--- src/rtl/led_target_tracker_pkg.sv ---
// Shared types for the LED target tracker: game states, level codes and the slot record.
package led_target_tracker_pkg;

  localparam int unsigned IdxW = 5;
  localparam int unsigned CntW = 32;

  typedef logic [0:0] game_state_t;
  localparam game_state_t StPlay = 1'b0;
  localparam game_state_t StOver = 1'b1;

  localparam logic [1:0] LvlSlow = 2'b00;
  localparam logic [1:0] LvlMid  = 2'b01;
  localparam logic [1:0] LvlFast = 2'b10;

  typedef struct packed {
    logic            valid;
    logic [IdxW-1:0] idx;
    logic [CntW-1:0] cnt;
  } slot_t;

  // Countdown load value: a slot stays lit for exactly the selected lifetime.
  function automatic logic [CntW-1:0] life_for_level(input logic [1:0]  lvl,
                                                     input int unsigned l0,
                                                     input int unsigned l1,
                                                     input int unsigned l2);
    int unsigned life;
    case (lvl)
      LvlMid:  life = l1;
      LvlFast: life = l2;
      default: life = l0;
    endcase
    return life - 32'd1;
  endfunction

endpackage

--- src/rtl/led_target_tracker_sw_edge_detect.sv ---
// Per-bit rising-edge detector for the player switches.
// Define SW_SYNC_EN to insert a two-flop synchronizer ahead of the edge detector.
module sw_edge_detect #(
  parameter int unsigned Width = 18
) (
  input  logic             clk,
  input  logic             rst_n,
  input  logic [Width-1:0] sw_i,
  output logic [Width-1:0] rise_o
);

`ifdef SW_SYNC_EN
  logic [Width-1:0] sync1_q, sync2_q, hist_q;

  always_ff @(posedge clk or negedge rst_n) begin
    if (!rst_n) begin
      sync1_q <= '0;
      sync2_q <= '0;
      hist_q  <= '0;
    end else begin
      sync1_q <= sw_i;
      sync2_q <= sync1_q;
      hist_q  <= sync2_q;
    end
  end

  assign rise_o = sync2_q & ~hist_q;
`else
  logic [Width-1:0] hist_q;

  always_ff @(posedge clk or negedge rst_n) begin
    if (!rst_n) begin
      hist_q <= '0;
    end else begin
      hist_q <= sw_i;
    end
  end

  assign rise_o = sw_i & ~hist_q;
`endif

endmodule

--- src/rtl/led_target_tracker.sv ---
// Whack-a-mole style target tracker: lights requested LEDs, scores hits, counts misses.
// Build option SW_SYNC_EN adds a two-flop switch synchronizer (see sw_edge_detect).
module led_target_tracker
  import led_target_tracker_pkg::*;
#(
  parameter int unsigned LED_COUNT  = 18,
  parameter int unsigned SLOTS      = 4,
  parameter int unsigned LIFE0      = 60_000_000,
  parameter int unsigned LIFE1      = 30_000_000,
  parameter int unsigned LIFE2      = 15_000_000,
  parameter int unsigned MAX_MISSES = 10
) (
  input  logic                 clk,
  input  logic                 rst_n,
  input  logic [1:0]           level_i,
  input  logic                 led_request_i,
  input  logic [IdxW-1:0]      led_index_i,
  input  logic [LED_COUNT-1:0] sw_i,
  output logic [LED_COUNT-1:0] ledr_o,
  output logic [15:0]          score_o,
  output logic [7:0]           misses_o,
  output logic                 hit_pulse_o,
  output logic                 miss_pulse_o,
  output logic                 game_over_o
);

  logic [LED_COUNT-1:0] rise;
  logic [31:0]          rise_w, lit_w, onehot;
  slot_t                slots_q [SLOTS];
  slot_t                slots_d [SLOTS];
  logic [LED_COUNT-1:0] ledr_q, ledr_d;
  logic [15:0]          score_q, score_d;
  logic [7:0]           misses_q, misses_d;
  logic                 hit_q, hit_d, miss_q, miss_d;
  game_state_t          state_q, state_d;
  logic [7:0]           hits, miss_cnt;
  logic [16:0]          score_sum;
  logic [8:0]           miss_sum;
  logic                 req_ok, placed;

  sw_edge_detect #(
    .Width(LED_COUNT)
  ) u_sw_edge (
    .clk   (clk),
    .rst_n (rst_n),
    .sw_i  (sw_i),
    .rise_o(rise)
  );

  // ledr_q mirrors the slot table, so it doubles as the start-of-cycle "lit" map.
  assign rise_w = 32'(rise);
  assign lit_w  = 32'(ledr_q);

  always_comb begin
    slots_d  = slots_q;
    hits     = '0;
    miss_cnt = '0;
    placed   = 1'b0;
    onehot   = '0;
    ledr_d   = '0;
    req_ok   = led_request_i && (32'(led_index_i) < LED_COUNT) && !lit_w[led_index_i];

    for (int unsigned s = 0; s < SLOTS; s++) begin
      if (slots_q[s].valid) begin
        // A press wins over a timeout on the same slot.
        if (rise_w[slots_q[s].idx]) begin
          slots_d[s].valid = 1'b0;
          hits             = hits + 8'd1;
        end else if (slots_q[s].cnt == '0) begin
          slots_d[s].valid = 1'b0;
          miss_cnt         = miss_cnt + 8'd1;
        end else begin
          slots_d[s].cnt = slots_q[s].cnt - 32'd1;
        end
      end else if (req_ok && !placed) begin
        slots_d[s] = '{valid: 1'b1, idx: led_index_i,
                       cnt: life_for_level(level_i, LIFE0, LIFE1, LIFE2)};
        placed     = 1'b1;
      end
    end

    for (int unsigned i = 0; i < LED_COUNT; i++) begin
      if (rise[i] && !ledr_q[i]) miss_cnt = miss_cnt + 8'd1;
    end

    score_sum = {1'b0, score_q} + {9'd0, hits};
    miss_sum  = {1'b0, misses_q} + {1'b0, miss_cnt};
    score_d   = score_sum[16] ? 16'hFFFF : score_sum[15:0];
    misses_d  = (miss_sum >= 9'(MAX_MISSES)) ? 8'(MAX_MISSES) : miss_sum[7:0];
    hit_d     = (hits != '0);
    miss_d    = (miss_cnt != '0);
    state_d   = (misses_d >= 8'(MAX_MISSES)) ? StOver : StPlay;

    if (state_q == StOver) begin
      score_d  = score_q;
      misses_d = misses_q;
      hit_d    = 1'b0;
      miss_d   = 1'b0;
      state_d  = StOver;
    end

    if (state_d == StOver) begin
      for (int unsigned s = 0; s < SLOTS; s++) slots_d[s] = '0;
    end

    for (int unsigned s = 0; s < SLOTS; s++) begin
      if (slots_d[s].valid) begin
        onehot = 32'd1 << slots_d[s].idx;
        ledr_d = ledr_d | onehot[LED_COUNT-1:0];
      end
    end
  end

  always_ff @(posedge clk or negedge rst_n) begin
    if (!rst_n) begin
      for (int unsigned s = 0; s < SLOTS; s++) slots_q[s] <= '0;
      ledr_q   <= '0;
      score_q  <= '0;
      misses_q <= '0;
      hit_q    <= 1'b0;
      miss_q   <= 1'b0;
      state_q  <= StPlay;
    end else begin
      for (int unsigned s = 0; s < SLOTS; s++) slots_q[s] <= slots_d[s];
      ledr_q   <= ledr_d;
      score_q  <= score_d;
      misses_q <= misses_d;
      hit_q    <= hit_d;
      miss_q   <= miss_d;
      state_q  <= state_d;
    end
  end

  assign ledr_o       = ledr_q;
  assign score_o      = score_q;
  assign misses_o     = misses_q;
  assign hit_pulse_o  = hit_q;
  assign miss_pulse_o = miss_q;
  assign game_over_o  = (state_q == StOver);

endmodule

--- config.mk ---
export PLATFORM = sky130hd
export DESIGN_NAME = led_target_tracker
export DESIGN_NICKNAME = d
export VERILOG_FILES = /design/src/rtl/led_target_tracker_pkg.sv /design/src/rtl/led_target_tracker_sw_edge_detect.sv /design/src/rtl/led_target_tracker.sv
export SDC_FILE = /design/constraint.sdc
export NUM_CORES = 1
export LEC_CHECK = 0
export BUFFER_PORTS_ARGS = -buffer_cell sky130_fd_sc_hd__buf_2
export CORE_MARGIN = 4
export CORE_UTILIZATION = 25
export DETAILED_ROUTE_END_ITERATION = 16
export PLACE_DENSITY_LB_ADDON = 0.25
export SYNTH_ARGS = -nofsm -noshare
export SYNTH_HDL_FRONTEND = slang
export SYNTH_HIERARCHICAL = 1
export SYNTH_SLANG_ARGS = --single-unit
--- constraint.sdc ---
create_clock -name clk -period 23 [get_ports clk]
set_input_delay 3.45 -clock clk [delete_from_list [all_inputs] [get_ports clk]]
set_output_delay 3.45 -clock clk [all_outputs]
set_load 0.005 [all_outputs]
==> out/qor.txt, run 1 <==
Mean Syn Cell Area = 8.39 sq um
Area delta synth->final = 12.8%
Tmin final = 21210 ps
Fraction of layout cells with a size suffix above 1 = 10.9%
Hpwl dp = 38700 um
NumNets Final = 2050
First-pass GRT wire length = 83200 um
Setup TNS = 0 ps
Status = finished clean
Number of synthesized flops with an enable pin = 0
Pwr Total = 1.08 mW
Top cell by count, worst path = ha_1
First-pass DRT Iterations = 6
CP arrival = 21690 ps
Commonest non-fill, non-tap cell in the layout = dfrtp_1
Drt wl/cell = 18.3 um
Seq/Total Area, Yosys = 33.0%
Top cell type's share of synthesized area = 33.0%
Top FF cell, synth = dfrtp_1
Die Ht = 263 um
Post-Place Setup Slack = 1190 ps
Worst Setup End Kind = register
Synth Register Bits = 215
Synth area leaders = dfrtp_1 (33%), o21ai_0 (6.1%), nand2_1 (4.8%), nor2_1 (4.2%), ha_1 (3.4%)
DRC = 0
HP Class = register to register
Final Core Density = 28.5%
Post-synthesis net count = 2017
Clock H-tree levels = 1
CTS Buf Count = 26
Ys Warns = 6
CP max stage cell = or4_1
RePlAce Congestion = 0.956
Max-cap violations = 0
Leak Pwr = 8.32 nW
Setup CP Type = primary input to register
Vias in the first global route = 14400
Maximum vdd drop = 0.0505 mV
Critical Path Max Stage Delay = 560 ps
Pwr Density = 58.7 mW/mm^2
Io pins = 73
Total setup buffers inserted after CTS = 0
Routed wire length = 52200 um
Final hold viol count = 0
Bufs and invs on worst path = 11
Synthesized area = 0.0163 sq mm
DRT iter0 DRCs = 1027
Residual overflow from global routing = 0
Initial antenna violation count = 3
Detail Route Antenna Nets = 0
Synth area leader = dfrtp_1
Crit-path max FO = 65
Cell Rows = 93
Skew final = 23.8 ps
Vias = 14800
Final period util = 92.2%
Placed Cells = 2803
CTS root buf = clkbuf_16
PortBufs = 72
Pin count of the biggest net entering global routing = 95
Longest Clk Path Bufs = 3
GR Util All Layers = 14.5%
Synth Instances = 1943
Max_slew headroom = 35.6%
TritonCTS clock tree = yes
Netlist cell types = 99
Core ar. = 0.0645 sq mm
Non-Filler Instances = 2851
CP Launch Type = primary input
Worst slew pin tran = 965 ps
Final Max Tran Viols = 0
Initial core utilization = 25.3%
Clk Latency, worst-skew pair = 580 ps
Hold-fix buffers, CTS = 0
Post-synth ARST share = 100%
WP data required = 23480 ps
Delay-heaviest family, CP = simple AND/OR/NAND/NOR gates
RSZ-0062 raised after global routing = no
Drt via density = 5.19
Clk sinks = 215
Clock Pin Slew Worst Setup and Hold Paths = 60 ps
# setup viols final = 0
Final worst setup slack = 1790 ps
Die width = 263 um
F_max = 0.0471 GHz
Most frequent cells in the layout = dfrtp_1 (215), nand2_1 (208), o21ai_0 (200)
DIE AREA = 0.0694 sq mm
==> logic make-up after synthesis <==
kind of cell | after synthesis | synth area share, %
compound gates | 533 | 20.6
mux | 65 | 5.11
flops | 215 | 33.0
simple gates | 834 | 27.0
fa+ha+maj | 47 | 3.68
buf+inv | 147 | 3.42
xor+xnor | 102 | 7.21
==> per-stage QoR <==
step / hold WS (ps) / instance area (sq um)
after global routing: 486 / 18400
final: 469 / 18400
after detailed placement: 457 / 17500
after CTS: 471 / 18400
after global placement: 451 / 17500
after floorplan: 441 / 16300
==> routing by layer <==
layer  part of all wire, %  up-vias  GRT usage [%]
met5                 0.094        -          0.485
met4                   2.3        4           3.36
met3                   5.0       71           2.40
met2                    45      345           23.0
met1                    48     7203           20.8
li1                      -     7181              -
==> flip-flops by register name (all words and copies together) (netlist names) <==
signal            count
u_sw_edge/hist_q     18
misses_o              8
game_over_o           1
miss_pulse_o          1
slots_q             152
score_o              16
ledr_o               18
hit_pulse_o           1
==> layout make-up <==
class | instances | area [sq um]
fillers | 6925 | 46100
multi-input cells | 1581 | 10400
flip-flops and latches | 215 | 5380
well taps | 855 | 1070
clock buffers | 38 | 756
repair buffers | 85 | 468
inverters | 67 | 251
clock inverters | 9 | 98.8
diodes | 1 | 2.50
==> worst paths after layout <==
| check | cells past startpoint | end | startpoint | slack [ps] |
|---|---|---|---|---|
| max in group asynchronous | 3 | slots_q[66] | rst_n | 17990 |
| worst min-delay path | 1 | slots_q[6] | slots_q[6] | 470 |
| worst min register to register | 1 | slots_q[6] | slots_q[6] | 470 |
| min in group asynchronous | 1 | slots_q[27] | rst_n | 2890 |
| worst max register to register | 97 | slots_q[69] | slots_q[76] | 2230 |
| worst max-delay path | 92 | slots_q[69] | sw_i[17] | 1790 |
==> timing repair <==
item	4_1_cts	5_1_grt
endpoints found under the setup margin	0	1
endpoints found under the hold margin	0	0
resized for setup	0	1
==> report_power, final <==
| group | switching, mW | leakage (nW) | internal [mW] |
|---|---|---|---|
| logic | 0.155 | 4.98 | 0.112 |
| registers | 0.00729 | 2.93 | 0.386 |
| clock network | 0.179 | 0.417 | 0.240 |
==> synth_stat cells (13+ instances only) <==
cell type,n
nor2b_4,18
and2_1,18
o21ai_0,200
xnor2_1,46
clkbuf_1,72
nand2_1,208
inv_1,63
a22o_1,26
mux2i_1,41
nor2b_1,37
nand4_1,17
xor2_1,33
a21o_1,24
nor3_1,79
dfrtp_1,215
nand3_1,71
mux4_2,13
nor4_1,21
or3_1,40
nand2b_1,35
o31ai_1,19
and3_1,20
a21oi_1,105
ha_1,44
or4_1,17
a31oi_1,16
nor2_1,183
(Power assumes the default switching activity.)
==> run 2, diff against run 1 <==
--- a/config.mk
+++ b/config.mk
@@ -5,10 +5,12 @@
 export SDC_FILE = /design/constraint.sdc
 export NUM_CORES = 1
 export LEC_CHECK = 0
-export BUFFER_PORTS_ARGS = -buffer_cell sky130_fd_sc_hd__buf_2
 export CORE_MARGIN = 4
 export CORE_UTILIZATION = 25
+export CTS_CLUSTER_DIAMETER = 150
 export DETAILED_ROUTE_END_ITERATION = 16
+export DONT_BUFFER_PORTS = 1
+export HOLD_SLACK_MARGIN = 0.02
 export PLACE_DENSITY_LB_ADDON = 0.25
 export SYNTH_ARGS = -nofsm -noshare
 export SYNTH_HDL_FRONTEND = slang
==> run 2 against run 1 <==
Die area stayed put; clock power is 11% higher; total power is 2.2% higher; worst setup slack better by 460 ps; critical path type unchanged.
==> out/qor.txt, run 2 (synthesis gave the netlist of run 1 again) <==
Hpwl dp = 38700 um
Placed Cells = 2728
Drt via density = 5.30
Clk Latency, worst-skew pair = 590 ps
Detail Route Antenna Nets = 0
Final Core Density = 28.1%
CP arrival = 21210 ps
Max-cap violations = 0
Cell Rows = 93
Worst reg2reg endpoint = ledr_o[15]
Drt wl/cell = 19.1 um
CTS root buf = clkbuf_16
Max_slew headroom = 25.8%
CP Launch Type = primary input
Worst hold margin = 469 ps
Longest Clk Path Bufs = 3
Final hold viol count = 0
Vias in the first global route = 14000
# setup viols final = 0
Reg2reg start = slots_q[76]
Routed wire length = 53000 um
GR Util All Layers = 14.7%
Skew final = 21.3 ps
Pin count of the biggest net entering global routing = 216
RePlAce Congestion = 0.918
F_max = 0.0482 GHz
Design Area, Final = 0.0181 sq mm
Area delta synth->final = 11.0%
Clk sinks = 215
Crit-path max FO = 26
Total setup buffers inserted after CTS = 0
DRT iter0 DRCs = 1264
Initial core utilization = 25.3%
PortBufs = 0
Most frequent cells in the layout = dfrtp_1 (215), nand2_1 (208), o21ai_0 (200)
Dpl cell area = 0.0171 sq mm
Worst R2R Path Depth = 98
Critical Path Max Stage Delay = 510 ps
NumNets Final = 1977
Final worst setup slack = 2250 ps
Worst Setup End Kind = register
RSZ-0062 raised after global routing = no
Hold_sp = slots_q[8]
Leak Pwr = 8.02 nW
Pwr Total = 1.10 mW
Clock H-tree levels = 1
Io pins = 73
Residual overflow from global routing = 0
Worst slew pin tran = 1110 ps
Die Ht = 263 um
Core ar. = 0.0645 sq mm
CTS Buf Count = 28
Clock Pin Slew Worst Setup and Hold Paths = 60 ps
WP data required = 23460 ps
First-pass DRT Iterations = 6
Hold-fix buffers, CTS = 0
Die width = 263 um
Status = finished clean
DRC = 0
Delay-heaviest family, CP = adder cells
DIE AREA = 0.0694 sq mm
Bufs and invs on worst path = 10
Setup TNS = 0 ps
Initial antenna violation count = 1
R2r setup slk = 2340 ps
Tmin final = 20750 ps
Fraction of layout cells with a size suffix above 1 = 7.54%
First-pass GRT wire length = 83500 um
Maximum vdd drop = 0.0525 mV
Max reg flops = 152
Final Max Tran Viols = 0
Setup CP Type = primary input to register
Commonest non-fill, non-tap cell in the layout = dfrtp_1
Hold depth = 1
Post-Place Setup Slack = 1850 ps
HP Class = register to register
Post-cts resize count = 0
Top cell by count, worst path = ha_1
TritonCTS clock tree = yes
Non-Filler Instances = 2778
CP max stage cell = or4_1
Final period util = 90.2%
Vias = 14700
WHS Endpoint = slots_q[8]
Register name with the most flops = slots_q
Pwr Density = 61.0 mW/mm^2
-- run 2: cell types whose count changed in the layout (fill, tap and decap cells not counted), moves of 2 or more --
cell / delta
buf_2: -71
buf_4: -3
bufinv_16: +2
clkbuf_16: +2
-- run 2: how the worst max path moves through the flow --
stage / start / endpoint / cells after the start
after detailed placement: sw_i[17] / ledr_o[15] / 92
after CTS: sw_i[17] / ledr_o[15] / 92
final: sw_i[17] / ledr_o[15] / 92
after global placement: sw_i[7] / ledr_o[15] / 92
after global routing: slots_q[76] / slots_q[98] / 98
after floorplan: sw_i[15] / ledr_o[0] / 92
-- run 2: report_power, final --
group	internal (mW)	switching, mW	total (mW)
sequential	0.387	0.0109	0.397
clock	0.277	0.188	0.464
combinational	0.105	0.137	0.242
total	0.768	0.335	1.10
-- run 2: cell type report --
cell class,count,area (sq um)
Antenna cell,1,2.50
Tap cell,855,1070
Fill cell,6925,46400
Sequential cell,215,5380
Inverter,67,251
Multi-Input combinational cell,1581,10400
Clock buffer,39,802
Clock inverter,10,151
Timing Repair Buffer,10,75.1
-- run 2: layer usage --
layer	up-vias	part of all wire, %	track usage, %
li1	7034	-	-
met5	-	0	0
met2	414	45	23.1
met4	0	2.4	3.44
met1	7205	46	20.7
met3	68	6.9	3.21
